==> config.mk <==
export PLATFORM = sky130hd
export DESIGN_NAME = data_mem_port
export DESIGN_NICKNAME = d
export VERILOG_FILES = /design/src/rtl/arm_mem_pkg.sv /design/src/rtl/mem_lane_align.sv /design/src/rtl/data_mem_port.sv
export SDC_FILE = /design/constraint.sdc
export NUM_CORES = 1
export LEC_CHECK = 0
export CAP_MARGIN = 20
export CORE_MARGIN = 2
export CORE_UTILIZATION = 45
export DETAILED_ROUTE_END_ITERATION = 16
export PLACE_DENSITY_LB_ADDON = 0.3
export SETUP_SLACK_MARGIN = 0.5
export SYNTH_ARGS = -nofsm -noshare
export SYNTH_HDL_FRONTEND = slang
export SYNTH_HIERARCHICAL = 1
export SYNTH_SLANG_ARGS = --single-unit
==> constraint.sdc <==
create_clock -name clock -period 8.5 [get_ports clock]
set_clock_uncertainty 0.2 [all_clocks]
set_input_delay 1.275 -clock clock [delete_from_list [all_inputs] [get_ports clock]]
set_output_delay 1.275 -clock clock [all_outputs]
set_load 0.05 [all_outputs]
==> src/rtl/arm_mem_pkg.sv <==
// Shared types for the data memory port.
// Holds size codes, FSM states and lane helpers.
package arm_mem_pkg;

  localparam int LANE_W = 8;
  localparam int LANES  = 8;
  localparam int DATA_W = LANE_W * LANES;

  localparam logic [1:0] SZ_B = 2'd0;
  localparam logic [1:0] SZ_H = 2'd1;
  localparam logic [1:0] SZ_W = 2'd2;
  localparam logic [1:0] SZ_D = 2'd3;

  typedef enum logic [2:0] {
    ST_IDLE,
    ST_RD,
    ST_CAP,
    ST_WR,
    ST_RESP
  } state_t;

  function automatic logic misaligned(
    input logic [2:0] off,
    input logic [1:0] sz
  );
    logic m;
    unique case (sz)
      SZ_B:    m = 1'b0;
      SZ_H:    m = off[0];
      SZ_W:    m = |off[1:0];
      default: m = |off;
    endcase
    return m;
  endfunction

  // Ones in the low 2^sz bytes.
  function automatic logic [DATA_W-1:0] size_mask(
    input logic [1:0] sz
  );
    logic [DATA_W-1:0] m;
    unique case (sz)
      SZ_B:    m = 64'h0000_0000_0000_00FF;
      SZ_H:    m = 64'h0000_0000_0000_FFFF;
      SZ_W:    m = 64'h0000_0000_FFFF_FFFF;
      default: m = 64'hFFFF_FFFF_FFFF_FFFF;
    endcase
    return m;
  endfunction

endpackage

==> src/rtl/mem_lane_align.sv <==
// Combinational lane extract (loads) and merge (stores).
// Ports: offset/size/is_signed/word/wdata in; extracted/merged out.
module mem_lane_align
  import arm_mem_pkg::*;
(
  input  logic [2:0]        offset,
  input  logic [1:0]        size,
  input  logic              is_signed,
  input  logic [DATA_W-1:0] word,
  input  logic [DATA_W-1:0] wdata,
  output logic [DATA_W-1:0] extracted,
  output logic [DATA_W-1:0] merged
);

  logic [5:0]        sh;
  logic [DATA_W-1:0] shifted;
  logic [DATA_W-1:0] mask;
  logic              sbit;

  assign sh      = {offset, 3'b000};
  assign shifted = word >> sh;
  assign mask    = size_mask(size);

  // Dword has no bits to extend into.
  always_comb begin
    sbit = 1'b0;
    unique case (size)
      SZ_B:    sbit = shifted[7];
      SZ_H:    sbit = shifted[15];
      SZ_W:    sbit = shifted[31];
      default: sbit = 1'b0;
    endcase
  end

  assign extracted = (shifted & mask)
                   | ({DATA_W{is_signed & sbit}} & ~mask);

  assign merged = (word & ~(mask << sh))
                | ((wdata & mask) << sh);

endmodule

==> src/rtl/data_mem_port.sv <==
// Load/store controller in front of a 256x64 data RAM.
// Ports: clock/reset, req_* in, resp_* out, ram_* to the RAM.
module data_mem_port
  import arm_mem_pkg::*;
#(
  parameter int WORD_AW = 8
) (
  input  logic               clock,
  input  logic               reset,
  input  logic               req_valid,
  output logic               req_ready,
  input  logic               req_write,
  input  logic [1:0]         req_size,
  input  logic               req_signed,
  input  logic [WORD_AW+2:0] req_addr,
  input  logic [63:0]        req_wdata,
  output logic               resp_valid,
  output logic               resp_error,
  output logic [63:0]        resp_rdata,
  output logic [WORD_AW-1:0] ram_address,
  output logic               ram_write,
  output logic [63:0]        ram_in,
  input  logic [63:0]        ram_out
);

  state_t             state;
  state_t             nxt;
  logic               wr_q;
  logic [1:0]         size_q;
  logic               sgn_q;
  logic [2:0]         off_q;
  logic [WORD_AW-1:0] idx_q;
  logic [63:0]        data_q;
  logic               err_q;
  logic [63:0]        rdata_q;
  logic [63:0]        ext;
  logic [63:0]        mrg;
  logic               accept;
  logic               mis;

  assign accept = req_valid & (state == ST_IDLE);
  assign mis    = misaligned(req_addr[2:0], req_size);

  mem_lane_align u_align (
    .offset    (off_q),
    .size      (size_q),
    .is_signed (sgn_q),
    .word      (ram_out),
    .wdata     (data_q),
    .extracted (ext),
    .merged    (mrg)
  );

  always_comb begin
    nxt = state;
    unique case (state)
      ST_IDLE: begin
        if (req_valid) begin
          if (mis)
            nxt = ST_RESP;
          else if (req_write && req_size == SZ_D)
            nxt = ST_WR;
          else
            nxt = ST_RD;
        end
      end
      ST_RD:   nxt = ST_CAP;
      ST_CAP:  nxt = wr_q ? ST_WR : ST_RESP;
      ST_WR:   nxt = ST_RESP;
      ST_RESP: nxt = ST_IDLE;
      default: nxt = ST_IDLE;
    endcase
  end

  always_ff @(posedge clock or posedge reset) begin
    if (reset) begin
      state   <= ST_IDLE;
      wr_q    <= 1'b0;
      size_q  <= SZ_B;
      sgn_q   <= 1'b0;
      off_q   <= '0;
      idx_q   <= '0;
      data_q  <= '0;
      err_q   <= 1'b0;
      rdata_q <= '0;
    end else begin
      state <= nxt;
      if (accept) begin
        wr_q    <= req_write;
        size_q  <= req_size;
        sgn_q   <= req_signed;
        off_q   <= req_addr[2:0];
        idx_q   <= req_addr[WORD_AW+2:3];
        data_q  <= req_wdata;
        err_q   <= mis;
        rdata_q <= '0;
      end else if (state == ST_CAP) begin
        // Stores keep the merged word for WR.
        if (wr_q)
          data_q <= mrg;
        else
          rdata_q <= ext;
      end
    end
  end

  assign req_ready  = (state == ST_IDLE);
  assign resp_valid = (state == ST_RESP);
  assign resp_error = err_q & resp_valid;
  assign resp_rdata = rdata_q;

  assign ram_write = (state == ST_WR);
  assign ram_in    = ram_write ? data_q : '0;
  assign ram_address =
    (state == ST_RD || state == ST_CAP || state == ST_WR)
    ? idx_q : '0;

endmodule

==> summary.md <==
| Metric | Value |
|---|---|
| Status | finished clean |
| Vias | 11300 |
| FF-to-FF Start | off_q[0] |
| Register-to-Register Path Depth | 8 |
| R2r endpoint | resp_rdata[47] |
| Initial Util | 0.456 |
| Final Hold Viols | 0 |
| Hold Path Class | reg2reg |
| Overall power | 5.60 mW |
| Core area | 0.0234 mm2 |
| Die area | 0.0250 mm2 |
| Setup CP Type | reg2reg |
| Iter 0 DRT Violations | 1570 |
| CTS Root Cell | clkbuf_16 |
| TritonRoute pass-1 iters | 8 |
| Clock-pin slew on the worst setup and hold paths | 70 ps |
| Power per cell area | 398 mW/mm2 |
| H-tree depth | 4 |
| Top Ports | 286 |
| Most common flop cell mapped by yosys | dfrtp_1 |
| Clock Path Buffers | 2 |
| Max-slew violations | 0 |
| Biggest cell delay along the critical path | 860 ps |
| Row count | 56 |
| Met3 Resource Use GR | 0.0827 |
| Top Usage Layer GRT | met2 |
| Most common cell after layout, fill and taps aside | clkdlybuf4s50_1 |
| Static Leak | 6.17 nW |
| NumNets Final | 1620 |
| Most frequent cells in the layout | clkdlybuf4s50_1 (285), nand2_1 (195), dfrtp_1 (144), a21oi_1 (110), a22o_1 (85) |
| Netlist cell types | 59 |
| Port Buf Inserts | 285 |
| Worst-path fanout max | 54 |
| GPL Wtd Cong | 0.972 |
| Met1 Resource Use GR | 0.473 |
| Max-cap viol count | 0 |
| Asr flop ratio synth | 1.00 |
| Setup Buffers After CTS | 0 |
| Fin crit period | 4400 ps |
| Initial antenna violation count | 3 |
| Nature of the critical path startpoint | flop |
| Synthesized area | 0.0107 mm2 |
| Syn_area_per_cell | 8.42 um2 |
| Remaining Overflow, GRT | 0 |
| Critical Path End | resp_rdata[47] |
| Met2 Use GR | 0.532 |
| Worst-skew pair later-pin latency | 440 ps |
| Share of layout cells above drive strength 1 | 0.0834 |
| R2R setup slack | 4100 ps |
| Antenna-violating nets left | 0 |
| Worst Setup End Kind | flop |
| Endpoints failing setup | 0 |
| Crit path DAT | 4520 ps |
| Post-CTS Resized | 0 |
| Most frequent CP cell | buf_4 |
| Total Wirelength | 43.8 mm |
| Slew @ Worst Pin | 1060 ps |
| Synth Warn # | 6 |
| Hpwl dp | 32.0 mm |
| Origin of the worst setup path | off_q[0] |
| Overall global routing resource usage | 0.345 |
| Pin count of the biggest net entering global routing | 102 |
| CP max stage cell | dfrtp_4 |
| Seq cells post-synth | 147 |
| Peak VDD IR | 0.238 mV |
| Drt wl/cell | 24.2 um |
| Global-route wire length before repair | 64.5 mm |
| Post-layout util | 0.600 |
| Routed vias/inst | 6.24 |
| WP data required | 8630 ps |
| TritonCTS Buffers | 17 |
| Clk sink count | 147 |
| Cts hold-fix bufs | 0 |
| DIE WIDTH | 158 um |
| Die Ht | 158 um |
| Drc violations | 0 |
| Area Overhead vs Synth | 31.6% |
| CP Cell Sequence | buf_4 > buf_4 > mux2_2 > mux4_2 > nand3_4 > o311a_4 > o21ai_0 > a22o_1 |
| Crit share post-route | 0.518 |
| EDFF count, synth | 0 |
| Synthesized Nets | 1413 |
| Setup TNS | 0 ps |
| Mapped Cells | 1267 |
| Slew HR | 0.292 |
| CTS tree | built |
| Post-synthesis sequential area ratio | 0.345 |
| FMAX | 227 MHz |
| Vias in the first global route | 10700 |
| RSZ-0062 raised after global routing | no |
worst min path at each step:
stage	cells after the start	slack, ps	from	end
finish	2	270	idx_q[4]	idx_q[4]
global route	2	290	idx_q[4]	idx_q[4]
CTS	2	270	idx_q[4]	idx_q[4]
detailed placement	2	250	idx_q[4]	idx_q[4]
global placement	2	250	idx_q[6]	idx_q[6]
floorplan	2	240	idx_q[5]	idx_q[5]
registers in the layout, indices dropped and copies added (netlist names):
signal      flops
data_q         64
resp_rdata     64
idx_q           8
off_q           3
state           3
size_q          2
err_q           1
sgn_q           1
wr_q            1
synth_stat cells (all sizes together), types with 6 or more instances:
cell | number | share of area
a21o | 6 | 0.0042
a21oi | 110 | 0.052
a22o | 85 | 0.070
a22oi | 18 | 0.013
a31oi | 8 | 0.0047
a32oi | 7 | 0.0057
and2 | 78 | 0.046
buf | 72 | 0.044
clkbuf | 43 | 0.015
dfrtp | 147 | 0.34
inv | 77 | 0.027
mux2 | 41 | 0.044
mux2i | 66 | 0.062
mux4 | 12 | 0.025
nand2 | 195 | 0.069
nand3 | 8 | 0.0049
nor2 | 57 | 0.021
nor2b | 10 | 0.0059
nor3 | 9 | 0.0047
o21ai | 68 | 0.032
o221ai | 11 | 0.0090
o22ai | 69 | 0.040
o2bb2ai | 15 | 0.012
o31ai | 7 | 0.0049
cell type report:
cell class,instances,area [um2]
antenna,1,2.50
clock buffer,18,429
clock inverter,14,166
fill,2103,9350
inverter,78,298
multi-input combinational,927,6080
sequential,147,3680
tap,319,399
timing repair buffer,303,2990
worst max-delay path: cells and delay by family, from the launching register on:
family	cells	cell delay [ps]
buffers and inverters	2	1220
muxes	2	930
AOI/OAI and AO/OA	3	880
DFF	1	860
and+or+nand+nor	1	170
per-stage QoR:
stage | hold slack (ps) | cell area, um2 | setup slack [ps] | std cells
finish | 271 | 14100 | 4100 | 1807
CTS | 272 | 14000 | 4140 | 1806
floorplan | 237 | 10700 | 3070 | 1267
detailed placement | 255 | 13500 | 4180 | 1774
global route | 292 | 14100 | 3930 | 1807
global placement | 252 | 13500 | 4260 | 1774
power breakdown:
part | total [mW] | internal (mW) | switching (mW) | leakage, nW
clock | 0.788 | 0.443 | 0.345 | 0.288
combinational | 3.44 | 1.23 | 2.21 | 4.06
sequential | 1.37 | 0.970 | 0.402 | 1.82
per-layer routing:
layer,vias up,share of wire
met1,5458,0.41
li1,4977,-
met5,-,0.00062
met4,4,0.029
met3,87,0.12
met2,755,0.44
logic make-up after synthesis:
kind of cell | count (synthesis) | share of synthesized area
simple gates | 378 | 0.168
mux | 119 | 0.131
compound gates | 430 | 0.270
buf+inv | 193 | 0.0864
flops | 147 | 0.345
No activity file was read; power rests on OpenSTA's default activity.
